==> src/rtl/cfg_pkg.sv <==
// Shared constants and types for the configuration frame decoder.
package cfg_pkg;

  // Command register address and the first configuration register address.
  localparam int CMD_ADDR = 1;
  localparam int REG_BASE = 2;

  // Opcodes accepted as data on the command register.
  localparam int OP_ARM   = 1;
  localparam int OP_CLEAR = 2;

  // Frame parser position: expecting an address word or a data word.
  typedef enum logic {
    IDLE,
    WAIT_DATA
  } fsm_state_e;

endpackage

==> src/rtl/cfg_reg_decoder_if.sv <==
// Incoming word stream: one word per cycle while din_vld is high.
interface cfg_reg_decoder_if #(
  parameter int DW = 8
);
  logic [DW-1:0] din;
  logic          din_vld;

  modport master (output din, output din_vld);
  modport slave  (input  din, input  din_vld);
endinterface

==> src/rtl/cfg_arm_timer.sv <==
// Re-armable one-shot delay: `expire` pulses for one cycle DELAY cycles after
// the last `load`. A load on the expiry cycle restarts the count instead of
// pulsing; a cancel drops any pending expiry.
module cfg_arm_timer #(
  parameter int DELAY = 10
) (
  input  logic clk,
  input  logic rst,
  input  logic load,
  input  logic cancel,
  output logic expire
);

  localparam int            CW       = $clog2(DELAY + 1);
  localparam logic [CW-1:0] LOAD_VAL = CW'(DELAY);
  localparam logic [CW-1:0] ONE      = CW'(1);

  logic [CW-1:0] cnt_q, cnt_d;
  logic          expire_q, expire_d;

  // Next count and expiry strobe; load wins over cancel and over expiry.
  always_comb begin
    // NOTE: every output of a combinational block gets a default first so no path leaves it unassigned (which would infer a latch).
    cnt_d    = cnt_q;
    expire_d = 1'b0;
    if (load) begin
      cnt_d = LOAD_VAL;
    end else if (cancel) begin
      cnt_d = '0;
    end else if (cnt_q != '0) begin
      cnt_d    = cnt_q - ONE;
      expire_d = (cnt_q == ONE);
    end
  end

  // Count register and registered expiry pulse.
  always_ff @(posedge clk or posedge rst) begin
    if (rst) begin
      cnt_q    <= '0;
      expire_q <= 1'b0;
    end else begin
      // NOTE: state is updated with non-blocking assignments so every flop samples pre-edge values regardless of statement order.
      cnt_q    <= cnt_d;
      expire_q <= expire_d;
    end
  end

  assign expire = expire_q;

endmodule

==> src/rtl/cfg_reg_decoder.sv <==
// Configuration decoder: parses (address, data) word pairs from the byte
// stream, writes the register bank, executes ARM/CLEAR commands and drops
// frames whose data word does not arrive within TIMEOUT cycles.
module cfg_reg_decoder
  import cfg_pkg::*;
#(
  parameter int DW        = 8,
  parameter int NREG      = 4,
  parameter int ARM_DELAY = 10,
  parameter int TIMEOUT   = 1024
) (
  input  logic                 clk,
  input  logic                 rst,
  cfg_reg_decoder_if.slave     bus,
  output logic [NREG*DW-1:0]   reg_out,
  output logic                 wr_pulse,
  output logic                 config_en,
  output logic                 err
);

  localparam int            TW       = $clog2(TIMEOUT);
  localparam logic [TW-1:0] TO_LAST  = TW'(TIMEOUT - 1);
  localparam logic [TW-1:0] TO_ONE   = TW'(1);
  localparam logic [DW-1:0] CMD_A    = DW'(CMD_ADDR);
  localparam logic [DW-1:0] ARM_OP   = DW'(OP_ARM);
  localparam logic [DW-1:0] CLEAR_OP = DW'(OP_CLEAR);

  fsm_state_e    state_q, state_d;
  logic [DW-1:0] addr_q, addr_d;
  logic [TW-1:0] cnt_q, cnt_d;
  logic [DW-1:0] reg_q [NREG];
  logic [DW-1:0] reg_d [NREG];
  logic          wr_pulse_q, wr_pulse_d;
  logic          err_q, err_d;
  logic          arm_load, arm_cancel;
  logic          reg_hit;

  // Frame FSM, timeout count and data-word decode/execute.
  always_comb begin
    state_d    = state_q;
    addr_d     = addr_q;
    cnt_d      = cnt_q;
    reg_d      = reg_q;
    wr_pulse_d = 1'b0;
    err_d      = 1'b0;
    arm_load   = 1'b0;
    arm_cancel = 1'b0;
    reg_hit    = 1'b0;

    case (state_q)
      IDLE: begin
        if (bus.din_vld) begin
          addr_d  = bus.din;
          cnt_d   = '0;
          state_d = WAIT_DATA;
        end
      end

      WAIT_DATA: begin
        if (bus.din_vld) begin
          state_d = IDLE;
          if (addr_q == CMD_A) begin
            if (bus.din == ARM_OP) begin
              arm_load = 1'b1;
            end else if (bus.din == CLEAR_OP) begin
              arm_cancel = 1'b1;
              wr_pulse_d = 1'b1;
              for (int k = 0; k < NREG; k++) reg_d[k] = '0;
            end else begin
              err_d = 1'b1;
            end
          end else begin
            // Full-width compare against each register address; anything
            // else (0x00 or beyond the bank) is rejected.
            for (int k = 0; k < NREG; k++) begin
              if (addr_q == DW'(REG_BASE + k)) begin
                reg_d[k] = bus.din;
                reg_hit  = 1'b1;
              end
            end
            wr_pulse_d = reg_hit;
            err_d      = !reg_hit;
          end
        end else if (cnt_q == TO_LAST) begin
          // Data word overdue: drop the frame and look for a new address.
          err_d   = 1'b1;
          state_d = IDLE;
        end else begin
          cnt_d = cnt_q + TO_ONE;
        end
      end

      default: state_d = IDLE;
    endcase
  end

  // State, address latch, timeout count, register bank and strobes.
  always_ff @(posedge clk or posedge rst) begin
    if (rst) begin
      state_q    <= IDLE;
      addr_q     <= '0;
      cnt_q      <= '0;
      wr_pulse_q <= 1'b0;
      err_q      <= 1'b0;
      // NOTE: the register bank is plain flops and must read zero after reset, so it is reset explicitly here (a RAM-style array would not be).
      for (int k = 0; k < NREG; k++) reg_q[k] <= '0;
    end else begin
      state_q    <= state_d;
      addr_q     <= addr_d;
      cnt_q      <= cnt_d;
      wr_pulse_q <= wr_pulse_d;
      err_q      <= err_d;
      reg_q      <= reg_d;
    end
  end

  cfg_arm_timer #(
    .DELAY (ARM_DELAY)
  ) u_arm_timer (
    .clk    (clk),
    .rst    (rst),
    .load   (arm_load),
    .cancel (arm_cancel),
    .expire (config_en)
  );

  for (genvar k = 0; k < NREG; k++) begin : g_reg_out
    assign reg_out[k*DW +: DW] = reg_q[k];
  end

  assign wr_pulse = wr_pulse_q;
  assign err      = err_q;

endmodule
==> src/flat_wrapper.sv <==
// flat-port wrapper written by rule: the top's interface ports become plain ports
module cfg_reg_decoder_flat import cfg_pkg::*;
#(
  parameter int DW        = 8,
  parameter int NREG      = 4,
  parameter int ARM_DELAY = 10,
  parameter int TIMEOUT   = 1024
)
  (clk, rst, reg_out, wr_pulse, config_en, err, bus_din, bus_din_vld);
  cfg_reg_decoder_if #(.DW(DW)) bus_i ();
  input  logic clk;
  input  logic rst;
  output logic [NREG*DW-1:0] reg_out;
  output logic wr_pulse;
  output logic config_en;
  output logic err;
  input wire logic [$bits(bus_i.din)-1:0] bus_din;
  input wire logic [$bits(bus_i.din_vld)-1:0] bus_din_vld;
  assign bus_i.din = bus_din;
  assign bus_i.din_vld = bus_din_vld;
  cfg_reg_decoder #(.DW(DW), .NREG(NREG), .ARM_DELAY(ARM_DELAY), .TIMEOUT(TIMEOUT)) u_core (.clk(clk), .rst(rst), .bus(bus_i), .reg_out(reg_out), .wr_pulse(wr_pulse), .config_en(config_en), .err(err));
endmodule
==> config.mk <==
export PLATFORM = sky130hd
export DESIGN_NAME = cfg_reg_decoder_flat
export DESIGN_NICKNAME = d
export VERILOG_FILES = /design/src/rtl/cfg_pkg.sv /design/src/rtl/cfg_reg_decoder_if.sv /design/src/rtl/cfg_arm_timer.sv /design/src/rtl/cfg_reg_decoder.sv /design/src/flat_wrapper.sv
export SDC_FILE = /design/constraint.sdc
export NUM_CORES = 1
export LEC_CHECK = 0
export ABC_CLOCK_PERIOD_IN_PS = 5300
export CORE_MARGIN = 5
export CORE_UTILIZATION = 35
export CTS_CLUSTER_DIAMETER = 40
export DETAILED_ROUTE_END_ITERATION = 8
export PLACE_DENSITY = 0.52
export SETUP_SLACK_MARGIN = 0.3
export SYNTH_ARGS = -nofsm -noshare
export SYNTH_HDL_FRONTEND = slang
export SYNTH_SLANG_ARGS = --single-unit
==> constraint.sdc <==
create_clock -name clk -period 5.3 [get_ports clk]
set_input_delay 0.795 -clock clk [delete_from_list [all_inputs] [get_ports clk]]
set_output_delay 0.795 -clock clk [all_outputs]
set_load 0.01 [all_outputs]
==> run summary, run 1 <==
Status: complete, no violations
CTS Sinks: 58
Top FF cell, synth: dfrtp_1
GRT Total Usage: 12.7%
Post-DP HPWL: 4270 µm
Commonest non-fill, non-tap cell in the layout: dfrtp_1
Count of flip-flops with a built-in enable after synthesis: 0
Slowest CP cell: nor4_4
Final Max Tran Viols: 0
Levels on crit path: 5
Vias per cell: 4.96
Fmax: 0.361 GHz
Slew headroom: 49.4%
Mapped Nets: 246
Critical Path AT: 2990 ps
Final Cell Area: 3520 µm²
Root Driver: clkbuf_8
Post-route total power: 1.64 mW
CP peak stage delay: 690 ps
Ys Warns: 0
Clock latency on the worst-skew pair: 340 ps
WL/cell: 15.5 µm
Largest net degree at the start of global routing: 59
Final Hold Viols: 0
Crit path max fanout: 8
Most frequent cells in the layout: dfrtp_1 (58), clkdlybuf4s50_1 (45), nand2_1 (30), mux2_2 (30), nor2_1 (11)
Top Layer Used: met4
Via count: 1928
Worst-path clk slew: 70 ps
Met2 WL post-DR: 2730 µm
Port bufs: 45
Worst slew pin tran: 759 ps
Leak: 1.53 nW
TNS Setup: 0 ps
Layout net count: 296
Period utilization: 52.3%
Clock H-tree levels: 3
Antenna cells: 0
Area Overhead vs Synth: 28.4%
Final period demand of the worst path: 2770 ps
Core area: 7690 µm²
CP Launch Type: input pin
M1 wire length: 2950 µm
CTS tree: yes
Synth cell types: 46
Synth Instances: 232
Number of routed nets with antenna violations: 0
Hold depth: 1
RSZ-0062 raised after global routing: no
Seq/Total Area, Yosys: 52.9%
Reg2reg path depth: 4
Grt ovf: 0
Ys async rst share: 100%
CP Cell Sequence: clkdlybuf4s50_1 > nor2_1 > a41oi_4 > nor4_4 > mux2_2
Clk buf depth: 2
#FFs+latches synth: 58
Vias in the first global route: 1869
Initial antenna violation count: 0
Hold_buf cts: 0
# DRC: 0
Die height: 98.6 µm
Critical path's top delay family: simple AND/OR/NAND/NOR gates
DRT Pass-1 Iters: 4
Routed WL: 6030 µm
Hold Path Class: flop to flop
Initial Util: 35.7%
Crit end category: flop
Fin Clk Skew: 8.67 ps
Routability cong.: 0.809
Die width: 98.6 µm
First-pass GRT wire length: 9670 µm
WS Path Type: input pin to flop
Layout cells sized above 1: 20.6%
Peak supply drop: 205 µV
Placed cell areas: 3300 µm²
Postcts setup bufs: 0
Maxcap violations: 0
Synthesized area: 2750 µm²
Metal3 WL: 208 µm
Fillers: 735
Num CTS Buffers: 9
Worst path bufs/invs: 1
Final setup fails: 0
Num ports: 46
# resized after CTS: 0
Pwr/cell area: 465 nW/µm²
Die area: 9710 µm²
Core Rows: 32
DR iter-0 viols: 58
Worst endpoint required time: 5520 ps
Mapped Avg Cell Area: 11.8 µm²
report_power, final:
part	switching (mW)	total, mW	internal (mW)
logic	0.210	0.510	0.300
clock network	0.196	0.464	0.268
registers	0.0961	0.665	0.568
total	0.502	1.64	1.14
through the flow:
stage	std cells	util [%]	hold slack, ps	setup WS [ps]
after floorplan	232	-	450	3040
after global routing	389	45.8	512	2440
final	389	45.8	488	2530
after global placement	373	42.9	471	2160
after detailed placement	373	42.9	474	2180
after CTS	389	45.8	487	2550
cells in the mapped netlist (2+ instances only):
| library cell | number | share of area [%] |
|---|---|---|
| and4_1 | 3 | 0.96 |
| mux2_1 | 2 | 0.82 |
| a31oi_1 | 10 | 2.3 |
| clkbuf_1 | 3 | 0.41 |
| a311oi_1 | 3 | 0.96 |
| nand4_1 | 2 | 0.46 |
| buf_2 | 3 | 0.55 |
| mux2_2 | 30 | 12 |
| and2_1 | 7 | 1.6 |
| nand3_1 | 7 | 1.3 |
| o21ai_0 | 8 | 1.5 |
| xnor2_1 | 3 | 0.96 |
| nand2_1 | 30 | 4.1 |
| nor2_1 | 11 | 1.5 |
| nor4_4 | 2 | 1.5 |
| nand2b_1 | 3 | 0.68 |
| mux2i_1 | 3 | 1.1 |
| inv_1 | 9 | 1.2 |
| nor4b_4 | 2 | 1.7 |
| dfrtp_1 | 58 | 53 |
| a21oi_1 | 4 | 0.73 |
| ha_1 | 3 | 1.4 |
| nor3b_1 | 2 | 0.55 |
| nor3_1 | 2 | 0.36 |
final timing paths:
kind / from / endpoint / slack (ps)
min reg2reg: u_core.cnt_q[6] / u_core.cnt_q[6] / 490
min in group asynchronous: rst / u_core.cnt_q[0] / 980
max: bus_din[5] / u_core.reg_out[5] / 2530
min: u_core.cnt_q[6] / u_core.cnt_q[6] / 490
max reg2reg: u_core.addr_q[4] / u_core.reg_out[5] / 3120
max in group asynchronous: rst / u_core.u_arm_timer.cnt_q[3] / 3810
sequential cells by signal, summed over array words and instances (netlist names):
signal / flops
u_core.reg_out: 32
u_core.cnt_q: 10
u_core.addr_q: 8
u_core.u_arm_timer.cnt_q: 4
u_core.err: 1
u_core.state_q: 1
u_core.u_arm_timer.expire: 1
u_core.wr_pulse: 1
kinds of logic (layout without fill, tap and decap cells):
group / count (synthesis) / in the layout / synth area share (%)
muxes: 35 / 35 / 14.2
DFF: 58 / 58 / 52.9
and+or+nand+nor: 81 / 81 / 18.5
adders and majority gates: 3 / 3 / 1.37
buffers and inverters: 16 / 71 / 2.46
AOI/OAI and AO/OA: 35 / 35 / 9.34
xor gates and xnor gates: 4 / 4 / 1.28
worst reg2reg max path: cells and delay by family (launching register included):
family,cells,cell delay [ps]
DFF,1,410
muxes,1,410
and+or+nand+nor,3,1240
layer usage:
metal  vias up  global-route usage, %
met5         -                      0
met4         0                   5.99
met3         9                   3.96
met2        38                   18.6
met1       937                   17.2
li1        944                      -
layout make-up:
cell class,count,area [µm²],share of cell area [%]
inverter,9,33.8,0.959
timing repair buffer,46,458,13.0
multi-input combinational,158,1230,34.8
sequential,58,1450,41.2
clock buffer,9,124,3.52
tap,102,128,3.62
clock inverter,7,103,2.91
Note: power is estimated with default switching activity, not from simulation.
==> run 2, diff against run 1 <==
Settings changed: ABC_CLOCK_PERIOD_IN_PS 5300 to 2300, PLACE_DENSITY 0.52 to 0.55.
Clock period 5.3 ns to 2.3 ns, I/O delays scaled along.
==> run 2 against run 1 <==
- combinational power increased to 2.5 times the previous value
- sequential power up 120%
- register-to-register slack worse by 2700 ps
- clock-buffer cell count did not move
- critical path type unchanged
- largest power group unchanged
==> run summary, run 2 (same netlist as run 1, synthesis figures left out) <==
Worst-path clk slew: 70 ps
R2r startpoint: u_core.addr_q[6]
Initial antenna violation count: 0
# DRC: 0
Layout cells sized above 1: 27.8%
Routability cong.: 0.822
Via count: 2011
Die height: 98.6 µm
Maxcap violations: 0
Period utilization: 82.4%
Setup WS post-layout: 405 ps
Crit end category: flop
Finished Layout Cells: 415
Port bufs: 45
Clock latency on the worst-skew pair: 330 ps
RSZ-0062 raised after global routing: no
Pwr/cell area: 1010 nW/µm²
Storage cell area: 1450 µm²
Largest net degree at the start of global routing: 40
Num ports: 46
Hold Path Class: input pin to async pin
Routed WL: 6090 µm
Commonest non-fill, non-tap cell in the layout: dfrtp_1
Status: complete, no violations
Worst endpoint required time: 2520 ps
Leak: 1.68 nW
Post-route total power: 3.80 mW
First-pass GRT wire length: 10200 µm
Number of routed nets with antenna violations: 0
Vias per cell: 4.85
Final setup fails: 0
Placed cell areas: 3490 µm²
Root Driver: clkbuf_8
Final Cell Area: 3750 µm²
Fillers: 724
Max FFs per register: 32
Area of the multi-input gates: 1240 µm²
Area Overhead vs Synth: 36.5%
Placed insts: 397
DRT Pass-1 Iters: 4
CTS tree: yes
Layout net count: 322
Slew headroom: 71.8%
Fin Hold WS: 368 ps
Initial Util: 35.7%
Worst setup path start: bus_din[3]
Antenna cells: 0
Fin Clk Skew: 10.2 ps
Clock H-tree levels: 3
CTS Sinks: 58
Grt ovf: 0
Hold_buf cts: 0
Most frequent cells in the layout: dfrtp_1 (58), clkdlybuf4s50_1 (44), nand2_1 (30), mux2_2 (30), buf_4 (23)
TNS Setup: 0 ps
Fin util: 48.7%
Die width: 98.6 µm
Core Rows: 32
CP Launch Type: input pin
Fmax: 0.528 GHz
Die area: 9710 µm²
Final Hold Viols: 0
Num CTS Buffers: 9
Worst slew pin tran: 422 ps
WS Path Type: input pin to flop
GRT Total Usage: 13.1%
Crit path max fanout: 8
Final Max Tran Viols: 0
Pre-CTS setup slack: -72.7 ps
Peak supply drop: 469 µV
Final period demand of the worst path: 1890 ps
Clk buf depth: 2
WL/cell: 14.7 µm
Post-DP HPWL: 4520 µm
Critical Path AT: 2110 ps
DR iter-0 viols: 83
Vias in the first global route: 2030
Core area: 7690 µm²
[run 2: what timing repair did]
item,4_1_cts,5_1_grt
endpoints found under the setup margin,19,32
pin swaps,0,3
setup buffers,0,2
resized for setup,1,6
gates cloned,0,0
[run 2: worst max-delay path, stage by stage]
cell	delay, ps
clkdlybuf4s50_1	450
nor2_1	230
a41oi_4	230
nor4b_4	340
buf_6	180
mux2_2	330
[run 2: report_power, final]
part	internal, mW	total (mW)	switching (mW)
Clock	0.607	1.03	0.419
Combinational	0.744	1.28	0.533
Sequential	1.31	1.49	0.183
Total	2.66	3.80	1.13
[run 2: path summary, 6_finish.rpt]
check,endpoint,slack (ps),depth (start not counted)
max,u_core.reg_out[11],410,6
min,u_core.addr_q[6],370,3
max reg2reg,u_core.reg_out[31],420,5
min reg2reg,u_core.cnt_q[6],500,1
max in group asynchronous,u_core.state_q,1690,3
min in group clk,u_core.addr_q[5],390,4
[run 2: area by class of cell]
cell class | instances | share of cell area (%)
Sequential cell | 58 | 38.7
Multi-Input combinational cell | 158 | 33.0
Timing Repair Buffer | 72 | 18.1
Tap cell | 102 | 3.41
Clock buffer | 9 | 3.31
Clock inverter | 7 | 2.51
Inverter | 9 | 0.902
[run 2: per-layer routing]
| layer | track usage (%) | wire [µm] | vias to the layer above |
|---|---|---|---|
| met5 | 0 | 0 | - |
| met4 | 5.67 | 63 | 0 |
| met3 | 2.90 | 179 | 9 |
| met2 | 20.9 | 2960 | 37 |
| met1 | 17.2 | 2880 | 973 |
| li1 | - | - | 992 |
